==> src/rtl/instr_mem_loader_pkg.sv <==
// ---------------------------------------------------------------------------
// instr_mem_loader_pkg
//   Shared pipeline definitions used by the instruction-memory loader and the
//   fetch/decode halt detection.
//   - load_state_t   : loader FSM state encoding (IDLE=0 ... ERROR=4)
//   - HALT_INSTR     : instruction value that terminates a program
//   - BYTES_PER_WORD : bytes assembled into one 32-bit instruction
//   - BYTE_CNT_W     : width of a byte-within-word counter
// ---------------------------------------------------------------------------
package instr_mem_loader_pkg;

    typedef enum logic [2:0] {
        ST_IDLE  = 3'd0,
        ST_RECV  = 3'd1,
        ST_WRITE = 3'd2,
        ST_DONE  = 3'd3,
        ST_ERROR = 3'd4
    } load_state_t;

    localparam logic [31:0] HALT_INSTR     = 32'hFFFF_FFFF;
    localparam int          BYTES_PER_WORD = 4;
    localparam int          BYTE_CNT_W     = $clog2(BYTES_PER_WORD);

endpackage

==> src/rtl/instr_mem_loader_byte_to_word_assembler.sv <==
// ---------------------------------------------------------------------------
// byte_to_word_assembler
//   Collects a big-endian byte stream into NBITS-wide words. The first byte
//   of a word ends up in the most significant position.
//   Ports:
//     clk, rst_n   : clock and asynchronous active-low reset
//     clear        : synchronous clear of the partial word and byte counter
//     enable       : bytes are only taken while enable is high
//     byte_in      : received byte
//     byte_valid   : byte_in is valid this cycle
//     word_out     : assembled word, valid in the cycle word_ready is high
//     word_ready   : high in the cycle the final byte of a word is presented
//     byte_count   : bytes already held for the current word
// ---------------------------------------------------------------------------
module byte_to_word_assembler
    import instr_mem_loader_pkg::*;
#(
    parameter int NBITS = 32
) (
    input  logic                  clk,
    input  logic                  rst_n,
    input  logic                  clear,
    input  logic                  enable,
    input  logic [7:0]            byte_in,
    input  logic                  byte_valid,
    output logic [NBITS-1:0]      word_out,
    output logic                  word_ready,
    output logic [BYTE_CNT_W-1:0] byte_count
);

    // Only the bytes that precede the final one need storing; the final byte
    // is appended combinationally so the word is usable on the same edge.
    logic [NBITS-9:0] shift_reg;
    logic             take_byte;

    assign take_byte  = enable && byte_valid;
    assign word_out   = {shift_reg, byte_in};
    assign word_ready = take_byte && (byte_count == BYTE_CNT_W'(BYTES_PER_WORD - 1));

    // Shift each accepted byte in from the bottom; the counter wraps to zero
    // once a complete word has been handed over.
    always_ff @(posedge clk or negedge rst_n) begin
        if (!rst_n) begin
            shift_reg  <= '0;
            byte_count <= '0;
        end else if (clear) begin
            shift_reg  <= '0;
            byte_count <= '0;
        end else if (take_byte) begin
            shift_reg  <= word_out[NBITS-9:0];
            byte_count <= word_ready ? '0 : byte_count + 1'b1;
        end
    end

endmodule

==> src/rtl/instr_mem_loader.sv <==
// ---------------------------------------------------------------------------
// instr_mem_loader
//   Receives a program as a byte stream from the debug/UART path and writes
//   it into instruction memory as 32-bit words at byte addresses 0, 4, 8, ...
//   A load stops after the HALT instruction has been written (DONE), or on
//   memory overflow / inter-byte timeout (ERROR). While loading, o_busy keeps
//   the fetch stage disabled.
//   Ports:
//     i_clk, i_reset   : clock and asynchronous active-low reset
//     i_start          : one-cycle pulse that begins a load
//     i_rx_data        : received byte
//     i_rx_valid       : one-cycle strobe qualifying i_rx_data
//     o_mem_wr_en      : one-cycle instruction-memory write strobe
//     o_mem_wr_addr    : byte address of the write (word index * 4)
//     o_mem_wr_data    : instruction word to write
//     o_busy           : high while receiving or writing
//     o_done           : load finished with HALT written
//     o_error          : load aborted on overflow or timeout
//     o_word_count     : words written in the current or last load
// ---------------------------------------------------------------------------
module instr_mem_loader
    import instr_mem_loader_pkg::*;
#(
    parameter int               NBITS          = 32,
    parameter int               MEM_DEPTH      = 64,
    parameter logic [NBITS-1:0] HALT_WORD      = HALT_INSTR,
    parameter int               TIMEOUT_CYCLES = 1_000_000
) (
    input  logic                        i_clk,
    input  logic                        i_reset,
    input  logic                        i_start,
    input  logic [7:0]                  i_rx_data,
    input  logic                        i_rx_valid,
    output logic                        o_mem_wr_en,
    output logic [NBITS-1:0]            o_mem_wr_addr,
    output logic [NBITS-1:0]            o_mem_wr_data,
    output logic                        o_busy,
    output logic                        o_done,
    output logic                        o_error,
    output logic [$clog2(MEM_DEPTH):0]  o_word_count
);

    localparam int IDX_W = (MEM_DEPTH > 1) ? $clog2(MEM_DEPTH) : 1;
    localparam int CNT_W = $clog2(MEM_DEPTH) + 1;
    localparam int TMO_W = $clog2(TIMEOUT_CYCLES + 1);

    localparam logic [IDX_W-1:0] LAST_INDEX    = IDX_W'(MEM_DEPTH - 1);
    localparam logic [TMO_W-1:0] TIMEOUT_LIMIT = TMO_W'(TIMEOUT_CYCLES);

    load_state_t             state;
    logic [IDX_W-1:0]        word_index;
    logic [TMO_W-1:0]        timeout_cnt;
    logic [TMO_W-1:0]        timeout_next;
    logic                    start_load;
    logic                    asm_enable;
    logic [NBITS-1:0]        asm_word;
    logic                    asm_word_ready;
    logic [BYTE_CNT_W-1:0]   asm_byte_count;

    // A start pulse is honoured only from the resting states, and it takes
    // priority over any byte strobe arriving in the same cycle.
    assign start_load   = i_start && ((state == ST_IDLE) || (state == ST_DONE) || (state == ST_ERROR));
    assign asm_enable   = (state == ST_RECV);
    assign timeout_next = timeout_cnt + 1'b1;

    byte_to_word_assembler #(
        .NBITS (NBITS)
    ) u_assembler (
        .clk        (i_clk),
        .rst_n      (i_reset),
        .clear      (start_load),
        .enable     (asm_enable),
        .byte_in    (i_rx_data),
        .byte_valid (i_rx_valid),
        .word_out   (asm_word),
        .word_ready (asm_word_ready),
        .byte_count (asm_byte_count)
    );

    // Loader FSM. All outputs are registered here. The write strobe is raised
    // on the edge that samples the final byte, so WRITE lasts exactly the one
    // cycle in which o_mem_wr_en is high. The timeout only runs while a word
    // is partially assembled; between words the loader waits indefinitely.
    always_ff @(posedge i_clk or negedge i_reset) begin
        if (!i_reset) begin
            state         <= ST_IDLE;
            word_index    <= '0;
            timeout_cnt   <= '0;
            o_mem_wr_en   <= 1'b0;
            o_mem_wr_addr <= '0;
            o_mem_wr_data <= '0;
            o_busy        <= 1'b0;
            o_done        <= 1'b0;
            o_error       <= 1'b0;
            o_word_count  <= '0;
        end else begin
            o_mem_wr_en <= 1'b0;
            case (state)
                ST_IDLE, ST_DONE, ST_ERROR: begin
                    if (start_load) begin
                        state        <= ST_RECV;
                        word_index   <= '0;
                        timeout_cnt  <= '0;
                        o_word_count <= '0;
                        o_busy       <= 1'b1;
                        o_done       <= 1'b0;
                        o_error      <= 1'b0;
                    end
                end
                ST_RECV: begin
                    if (asm_word_ready) begin
                        state         <= ST_WRITE;
                        timeout_cnt   <= '0;
                        o_mem_wr_en   <= 1'b1;
                        o_mem_wr_addr <= NBITS'(word_index) << 2;
                        o_mem_wr_data <= asm_word;
                    end else if (i_rx_valid) begin
                        timeout_cnt <= '0;
                    end else if (asm_byte_count != '0) begin
                        timeout_cnt <= timeout_next;
                        if (timeout_next == TIMEOUT_LIMIT) begin
                            state   <= ST_ERROR;
                            o_busy  <= 1'b0;
                            o_error <= 1'b1;
                        end
                    end
                end
                ST_WRITE: begin
                    o_word_count <= o_word_count + CNT_W'(1);
                    if (o_mem_wr_data == HALT_WORD) begin
                        state  <= ST_DONE;
                        o_busy <= 1'b0;
                        o_done <= 1'b1;
                    end else if (word_index == LAST_INDEX) begin
                        state   <= ST_ERROR;
                        o_busy  <= 1'b0;
                        o_error <= 1'b1;
                    end else begin
                        state      <= ST_RECV;
                        word_index <= word_index + 1'b1;
                    end
                end
                default: begin
                    state <= ST_IDLE;
                end
            endcase
        end
    end

endmodule

==> config.mk <==
export PLATFORM = sky130hd
export DESIGN_NAME = instr_mem_loader
export DESIGN_NICKNAME = d
export VERILOG_FILES = /design/src/rtl/instr_mem_loader_pkg.sv /design/src/rtl/instr_mem_loader_byte_to_word_assembler.sv /design/src/rtl/instr_mem_loader.sv
export SDC_FILE = /design/constraint.sdc
export NUM_CORES = 1
export LEC_CHECK = 0
export BUFFER_PORTS_ARGS = -buffer_cell sky130_fd_sc_hd__buf_2
export CORE_MARGIN = 2
export CORE_UTILIZATION = 63
export CTS_BUF_LIST = sky130_fd_sc_hd__clkbuf_4 sky130_fd_sc_hd__clkbuf_8
export DETAILED_ROUTE_END_ITERATION = 6
export PLACE_DENSITY = 0.95
export SLEW_MARGIN = 40
export SYNTH_ARGS = -nofsm -noshare
export SYNTH_HDL_FRONTEND = slang
export SYNTH_SLANG_ARGS = --single-unit
==> constraint.sdc <==
create_clock -name i_clk -period 7.53 [get_ports i_clk]
set_input_delay 1.506 -clock i_clk [delete_from_list [all_inputs] [get_ports i_clk]]
set_output_delay 1.506 -clock i_clk [all_outputs]
set_load 0.005 [all_outputs]
==> impl_metrics.py, run 1 <==
metrics = {
    "finish": {
        "nets": 569,
        "fill_cells": 527,
        "num_antenna_cells": 0,
        "regArea_sq_um": 2600,
        "multi_input_area_sq_um": 2260,
        "finish.instance_area_sq_um": 5540,
        "syn2layout_area_growth_pct": 8.63,
        "largest_register_ffs": 32,
        "drive_above_1_share": 0.237,
    },
    "timing": {
        "slew_violations": 0,
        "fin_skew_ns": 0.0156,
        "slew_headroom": 0.466,
        "max_freq_mhz": 346,
        "fin_crit_ns": 2.89,
        "finalCritPeriodShare": 0.384,
        "hold_ws_ns": 0.499,
        "worst_slew_pin_slew_ns": 0.793,
        "setup_viol": 0,
        "rsz0062_at_grt": "false",
        "tns_ns": 0,
        "finalHoldViolCount": 0,
    },
    "setup_path": {
        "reg2reg_from": "timeout_cnt[0]",
        "cp_slowest_stage_delay_ns": 0.54,
        "crit_family": "simple AND/OR/NAND/NOR gates",
        "reg2reg_to": "o_busy",
        "cpMaxStageDelayCell": "nor4_4",
        "worst-path-buf-inv": 0,
        "critPathKind": "reg2reg",
        "worst_setup_path_start_kind": "flip-flop",
        "r2r_cells": 7,
        "crit_path_end_kind": "flip-flop",
        "crit_chain": "ha_1 -> nand3_2 -> nor4_4 -> and3b_1 -> o31ai_1 -> or4_4 -> a221o_1",
        "crit_required_ns": 7.80,
        "cp.arrival_ns": 3.16,
        "reg2reg_slack_ns": 4.64,
        "path_max_fanout": 9,
    },
    "grt": {
        "grt_pass1_vias": 3680,
        "grt.total_usage": 0.260,
        "grt_pass1_wl_mm": 17.9,
        "antenna_found_initial": 0,
        "grt.overflow.total": 0,
        "grt_max_degree": 67,
    },
    "pwr": {
        "power.density_nw_per_um2": 326,
        "switchingPower_uw": 684,
        "p_leak_nw": 2.73,
        "seqPwrFrac": 0.499,
        "sw_frac_of_total": 0.378,
        "p_int_mw": 1.13,
        "totalPowerFinal_mw": 1.81,
        "clkPwrFrac": 0.192,
        "vdd_drop_max_uv": 151,
        "comb_power_share": 0.309,
    },
    "yosys": {
        "syn_inst": 508,
        "synthSimpleGateAreaFrac": 0.189,
        "synth-edff-count": 0,
        "syn_avg_cell_area_sq_um": 10.0,
        "synth_top_family_by_area": "simple AND/OR/NAND/NOR gates",
        "yosysSeqAreaShare": 0.510,
        "ys_ff_latch": 104,
        "synth.distinct_cells": 50,
        "muxShareOfSynthArea": 0.0939,
        "synth_compound_area_frac": 0.106,
        "ys_warn_count": 0,
        "async_flop_share": 1.00,
        "synth_area_sq_um": 5100,
        "synth-xor-area-share": 0.0189,
        "synth_ff_type": "dfrtp_1",
        "synthAdderAreaFrac": 0.0147,
    },
    "clock_tree": {
        "cts_max_path_buffers": 2,
        "numClockSinks": 104,
        "postCtsSetupBuffers": 0,
        "numCtsBuffers": 9,
        "cts_root_buf": "clkbuf_8",
        "hold_buffers": 0,
        "ctsResizeCount": 0,
        "clk_latency_ns": 0.38,
        "cts_tree": "yes",
        "clk_pin_slew_ns": 0.11,
        "cts-htree-levels": 3,
    },
    "min_path": {
        "whs_endpoint": "o_word_count[6]",
        "hp-start": "o_word_count[6]",
        "min_path_type": "reg2reg",
        "holdPathStages": 1,
    },
    "die": {
        "die_y_um": 94.0,
        "core_area_sq_um": 7770,
        "num_rows": 32,
        "io_pins": 87,
        "dieArea_sq_um": 8830,
        "start_util": 0.657,
        "die_x_um": 94.0,
    },
    "placed_design": {
        "dpl-instance-area_sq_um": 5330,
        "place_congestion": 0.866,
        "portBuffers": 60,
        "dpl.hpwl_mm": 7.60,
    },
    "route": {
        "routedWlPerCell_um": 16.7,
        "drt_first_pass_iters": 5,
        "drc_errors": 0,
        "vias": 3931,
        "totalWireLength_mm": 11.0,
        "drt_iter0_markers": 236,
        "viasPerCell": 5.97,
        "antenna_left": 0,
    },
    "flow_run": {
        "cap_violations": 0,
    },
    "run_status": {
        "status": "completed",
    },
}
cell type report:
class | count | area share
Tap cell | 102 | 0.0230
Clock buffer | 9 | 0.0224
Inverter | 4 | 0.00271
Timing Repair Buffer | 64 | 0.0607
Sequential cell | 104 | 0.470
Clock inverter | 7 | 0.0135
Multi-Input combinational cell | 368 | 0.408
synthesized netlist by cell type (3+ instances only):
cell | n | area (sq um)
nor2b_1 | 6 | 37.5
clkbuf_1 | 21 | 78.8
and3_1 | 5 | 31.3
nand2_1 | 85 | 319
o31ai_1 | 4 | 30.0
and2_1 | 3 | 18.8
nand3_1 | 4 | 20.0
a31oi_1 | 9 | 56.3
a21oi_1 | 30 | 150
inv_1 | 4 | 15.0
buf_4 | 28 | 210
mux2i_1 | 4 | 40.0
nor3_1 | 4 | 20.0
dfrtp_1 | 104 | 2600
xor2_1 | 9 | 78.8
ha_1 | 6 | 75.1
o21ai_0 | 43 | 215
nor4_1 | 6 | 37.5
nand4_1 | 24 | 150
nand2b_1 | 3 | 18.8
mux2_2 | 39 | 439
nor2_1 | 27 | 101
buf_2 | 6 | 30.0
placed cells by master (no fill, tap or decap), types with 4 or more instances in the layout:
| master | count |
|---|---|
| clkbuf_8 | 9 |
| ha_1 | 6 |
| nand4_1 | 24 |
| buf_2 | 59 |
| nand2_1 | 84 |
| mux2_2 | 39 |
| nand3_1 | 4 |
| nor2b_1 | 5 |
| mux2i_1 | 4 |
| nor4_1 | 6 |
| o31ai_1 | 4 |
| inv_1 | 4 |
| a21oi_1 | 30 |
| conb_1 | 26 |
| buf_4 | 4 |
| a31oi_1 | 9 |
| nor2_1 | 27 |
| dfrtp_1 | 104 |
| nor3_1 | 4 |
| o21ai_0 | 43 |
| and3_1 | 5 |
| xor2_1 | 9 |
power by group through the flow:
| stage | sequential [mW] | combinational, mW | clock [mW] |
|---|---|---|---|
| after detailed placement | 0.911 | 0.555 | 0 |
| after CTS | 0.899 | 0.560 | 0.347 |
| after global routing | 0.926 | 0.622 | 0.373 |
| after global placement | 0.889 | 0.515 | 0 |
| final | 0.903 | 0.559 | 0.347 |
| after floorplan | 0.875 | 0.349 | 0 |
cells by family (layout without fill, tap and decap cells):
kind of cell	after synthesis	count (layout)
flops	104	104
other cells	1	26
fa+ha+maj	6	6
compound gates	97	97
simple gates	185	185
mux	43	43
buf+inv	61	84
xor+xnor	11	11
through the flow:
| step | instances | setup slack (ns) | utilization |
|---|---|---|---|
| after CTS | 658 | 4.60 | 0.712 |
| final | 658 | 4.64 | 0.713 |
| after detailed placement | 642 | 4.22 | 0.686 |
| after global placement | 642 | 4.30 | 0.686 |
| after global routing | 658 | 4.48 | 0.713 |
| after floorplan | 533 | 4.68 | - |
layer usage:
| layer | wire length, um | track usage | vias to the layer above |
|---|---|---|---|
| met4 | 273 | 0.109 | 0 |
| met2 | 5630 | 0.430 | 172 |
| met1 | 4480 | 0.340 | 1918 |
| li1 | - | - | 1812 |
| met3 | 638 | 0.0465 | 29 |
| met5 | 0 | 0 | - |
how the worst max path moves through the flow:
stage                     slack (ns)  depth (start not counted)                 to           start
after global routing            4.48                          7             o_busy  timeout_cnt[0]
after floorplan                 4.68                          4             o_busy      i_rx_valid
final                           4.64                          7             o_busy  timeout_cnt[0]
after detailed placement        4.22                          5  o_mem_wr_data[13]      i_rx_valid
after global placement          4.30                          5   o_mem_wr_data[9]      i_rx_valid
after CTS                       4.60                          5  o_mem_wr_data[13]      i_rx_valid
Power figures use the tool's default switching activity.
==> run 2: changes to the inputs <==
--- a/config.mk
+++ b/config.mk
@@ -7,10 +7,10 @@
 export LEC_CHECK = 0
 export BUFFER_PORTS_ARGS = -buffer_cell sky130_fd_sc_hd__buf_2
 export CORE_MARGIN = 2
-export CORE_UTILIZATION = 63
+export CORE_UTILIZATION = 53
 export CTS_BUF_LIST = sky130_fd_sc_hd__clkbuf_4 sky130_fd_sc_hd__clkbuf_8
 export DETAILED_ROUTE_END_ITERATION = 6
-export PLACE_DENSITY = 0.95
+export PLACE_DENSITY = 0.88
 export SLEW_MARGIN = 40
 export SYNTH_ARGS = -nofsm -noshare
 export SYNTH_HDL_FRONTEND = slang
==> constraint.sdc (replaced) <==
create_clock -name i_clk -period 2.6 [get_ports i_clk]
set_input_delay 0.52 -clock i_clk [delete_from_list [all_inputs] [get_ports i_clk]]
set_output_delay 0.52 -clock i_clk [all_outputs]
set_load 0.005 [all_outputs]
==> run 2 against run 1 <==
Non-clock buffer count up 14. Global-route usage fell by 4.0 points. Register-to-register slack got worse by 4.6 ns. Critical endpoint unchanged. Combinational power rose to 3.0 times the previous value. Fmax grew 14%. Largest power group unchanged. First-iteration DRC count is 59% higher. Largest cell class unchanged. Sequential share of layout area fell by 1.4 points. Utilization is 9.8 points lower. Clock power rose to 3.1 times the previous value.
==> impl_metrics.py, run 2 (same netlist as run 1, synthesis figures left out) <==
metrics = {
    "finish": {
        "final_cells": 699,
        "drive_above_1_share": 0.256,
        "syn2layout_area_growth_pct": 12.1,
        "num_antenna_cells": 0,
        "nets": 583,
        "final_cell_mix": "104 x dfrtp_1, 85 x nand2_1, 59 x buf_2",
        "regArea_sq_um": 2600,
        "multi_input_area_sq_um": 2270,
        "final_common_cell": "dfrtp_1",
        "fill_cells": 714,
        "largest_register_ffs": 32,
    },
    "setup_path": {
        "crit_chain": "nand4_1 -> nor4_4 -> nor4b_2 -> o31ai_1 -> or4_4 -> a221o_1",
        "worst_setup_path_start_kind": "flip-flop",
        "cpMaxStageDelayCell": "dfrtp_1",
        "cp.arrival_ns": 2.82,
        "crit_path_end_kind": "flip-flop",
        "cp_slowest_stage_delay_ns": 0.52,
        "path_max_fanout": 8,
        "critPathKind": "reg2reg",
        "crit_required_ns": 2.87,
    },
    "grt": {
        "grt_pass1_wl_mm": 18.0,
        "grt.overflow.total": 0,
        "grt_pass1_vias": 3742,
        "antenna_found_initial": 0,
        "grt.total_usage": 0.220,
        "grt_max_degree": 66,
    },
    "die": {
        "core_area_sq_um": 9280,
        "start_util": 0.549,
        "io_pins": 87,
        "die_x_um": 102,
        "dieArea_sq_um": 10400,
        "die_y_um": 102,
        "num_rows": 35,
    },
    "timing": {
        "setup_viol": 0,
        "max_freq_mhz": 393,
        "rsz0062_at_grt": "false",
        "tns_ns": 0,
        "fin_skew_ns": 0.0147,
        "slew_violations": 0,
        "finalCritPeriodShare": 0.979,
        "fin_crit_ns": 2.55,
        "finalHoldViolCount": 0,
        "worst_slew_pin_slew_ns": 0.614,
        "slew_headroom": 0.590,
    },
    "clock_tree": {
        "clk_latency_ns": 0.37,
        "numCtsBuffers": 9,
        "clk_pin_slew_ns": 0.11,
        "numClockSinks": 104,
        "cts-htree-levels": 3,
        "cts_tree": "yes",
        "cts_max_path_buffers": 2,
        "cts_root_buf": "clkbuf_8",
    },
    "route": {
        "drt_first_pass_iters": 5,
        "viasPerCell": 5.65,
        "totalWireLength_mm": 11.2,
        "vias": 3948,
        "antenna_left": 0,
        "routedWlPerCell_um": 16.0,
        "drc_errors": 0,
        "drt_iter0_markers": 375,
    },
    "placed_design": {
        "dpl.hpwl_mm": 7.86,
        "portBuffers": 60,
        "place_congestion": 0.907,
        "dp.cells": 681,
    },
    "pwr": {
        "vdd_drop_max_uv": 418,
        "power.density_nw_per_um2": 934,
        "p_leak_nw": 2.81,
    },
    "min_path": {
        "min_path_type": "in2async",
    },
    "flow_run": {
        "cap_violations": 0,
    },
    "run_status": {
        "status": "completed",
    },
}
==> run 2: worst paths after layout <==
check	start	to	slack [ns]	cells after the start
setup / recovery	timeout_cnt[7]	o_busy	0.05	6
hold / removal	i_reset	o_mem_wr_addr[4]	0.1	1
setup reg to reg	timeout_cnt[7]	o_busy	0.05	6
hold reg to reg	o_word_count[6]	o_word_count[6]	0.49	1
max in group asynchronous	i_reset	o_mem_wr_data[13]	1.77	2
min in group i_clk	i_rx_data[4]	u_assembler.shift_reg[4]	0.39	3
==> run 2: layout make-up <==
type                            count  area share
Inverter                            4     0.00263
Clock buffer                        9      0.0217
Sequential cell                   104       0.455
Timing Repair Buffer               78      0.0788
Clock inverter                      7      0.0160
Tap cell                          129      0.0282
Multi-Input combinational cell    368       0.397
==> run 2: report_power, final <==
part           internal, mW  switching (mW)
Combinational         0.780           0.901
Sequential             2.14           0.449
Clock                 0.467           0.601
==> run 2: metrics by stage <==
step	util	hold slack, ns	setup WS [ns]	instance area [sq um]	power (mW)
after floorplan	-	0.224	0.0863	5190	3.55
after global placement	0.589	0.461	0.125	5470	4.14
after detailed placement	0.589	0.479	0.0303	5470	4.29
after CTS	0.612	0.108	0.0295	5680	5.36
after global routing	0.616	0.116	0.0512	5720	5.70
final	0.616	0.0952	0.0535	5720	5.34
==> run 2: routing by layer <==
layer	vias to the layer above	share of wire	GRT usage
met5	-	0	0
met4	0	0.015	0.0738
met3	18	0.058	0.0451
met2	156	0.51	0.362
met1	1919	0.41	0.294
li1	1855	-	-
==> run 2: worst max-delay path: cells and delay by family, from the launching register on <==
| kind | cells | cell delay [ns] |
|---|---|---|
| compound gates | 2 | 0.47 |
| flops | 1 | 0.52 |
| simple gates | 4 | 1.46 |
==> run 2: what timing repair did <==
| item | in CTS | in global routing |
|---|---|---|
| endpoints found under the setup margin | 0 | 1 |
| resized for setup | 0 | 3 |
| buffers inserted | 0 | 2 |
| hold buffers | 0 | 0 |
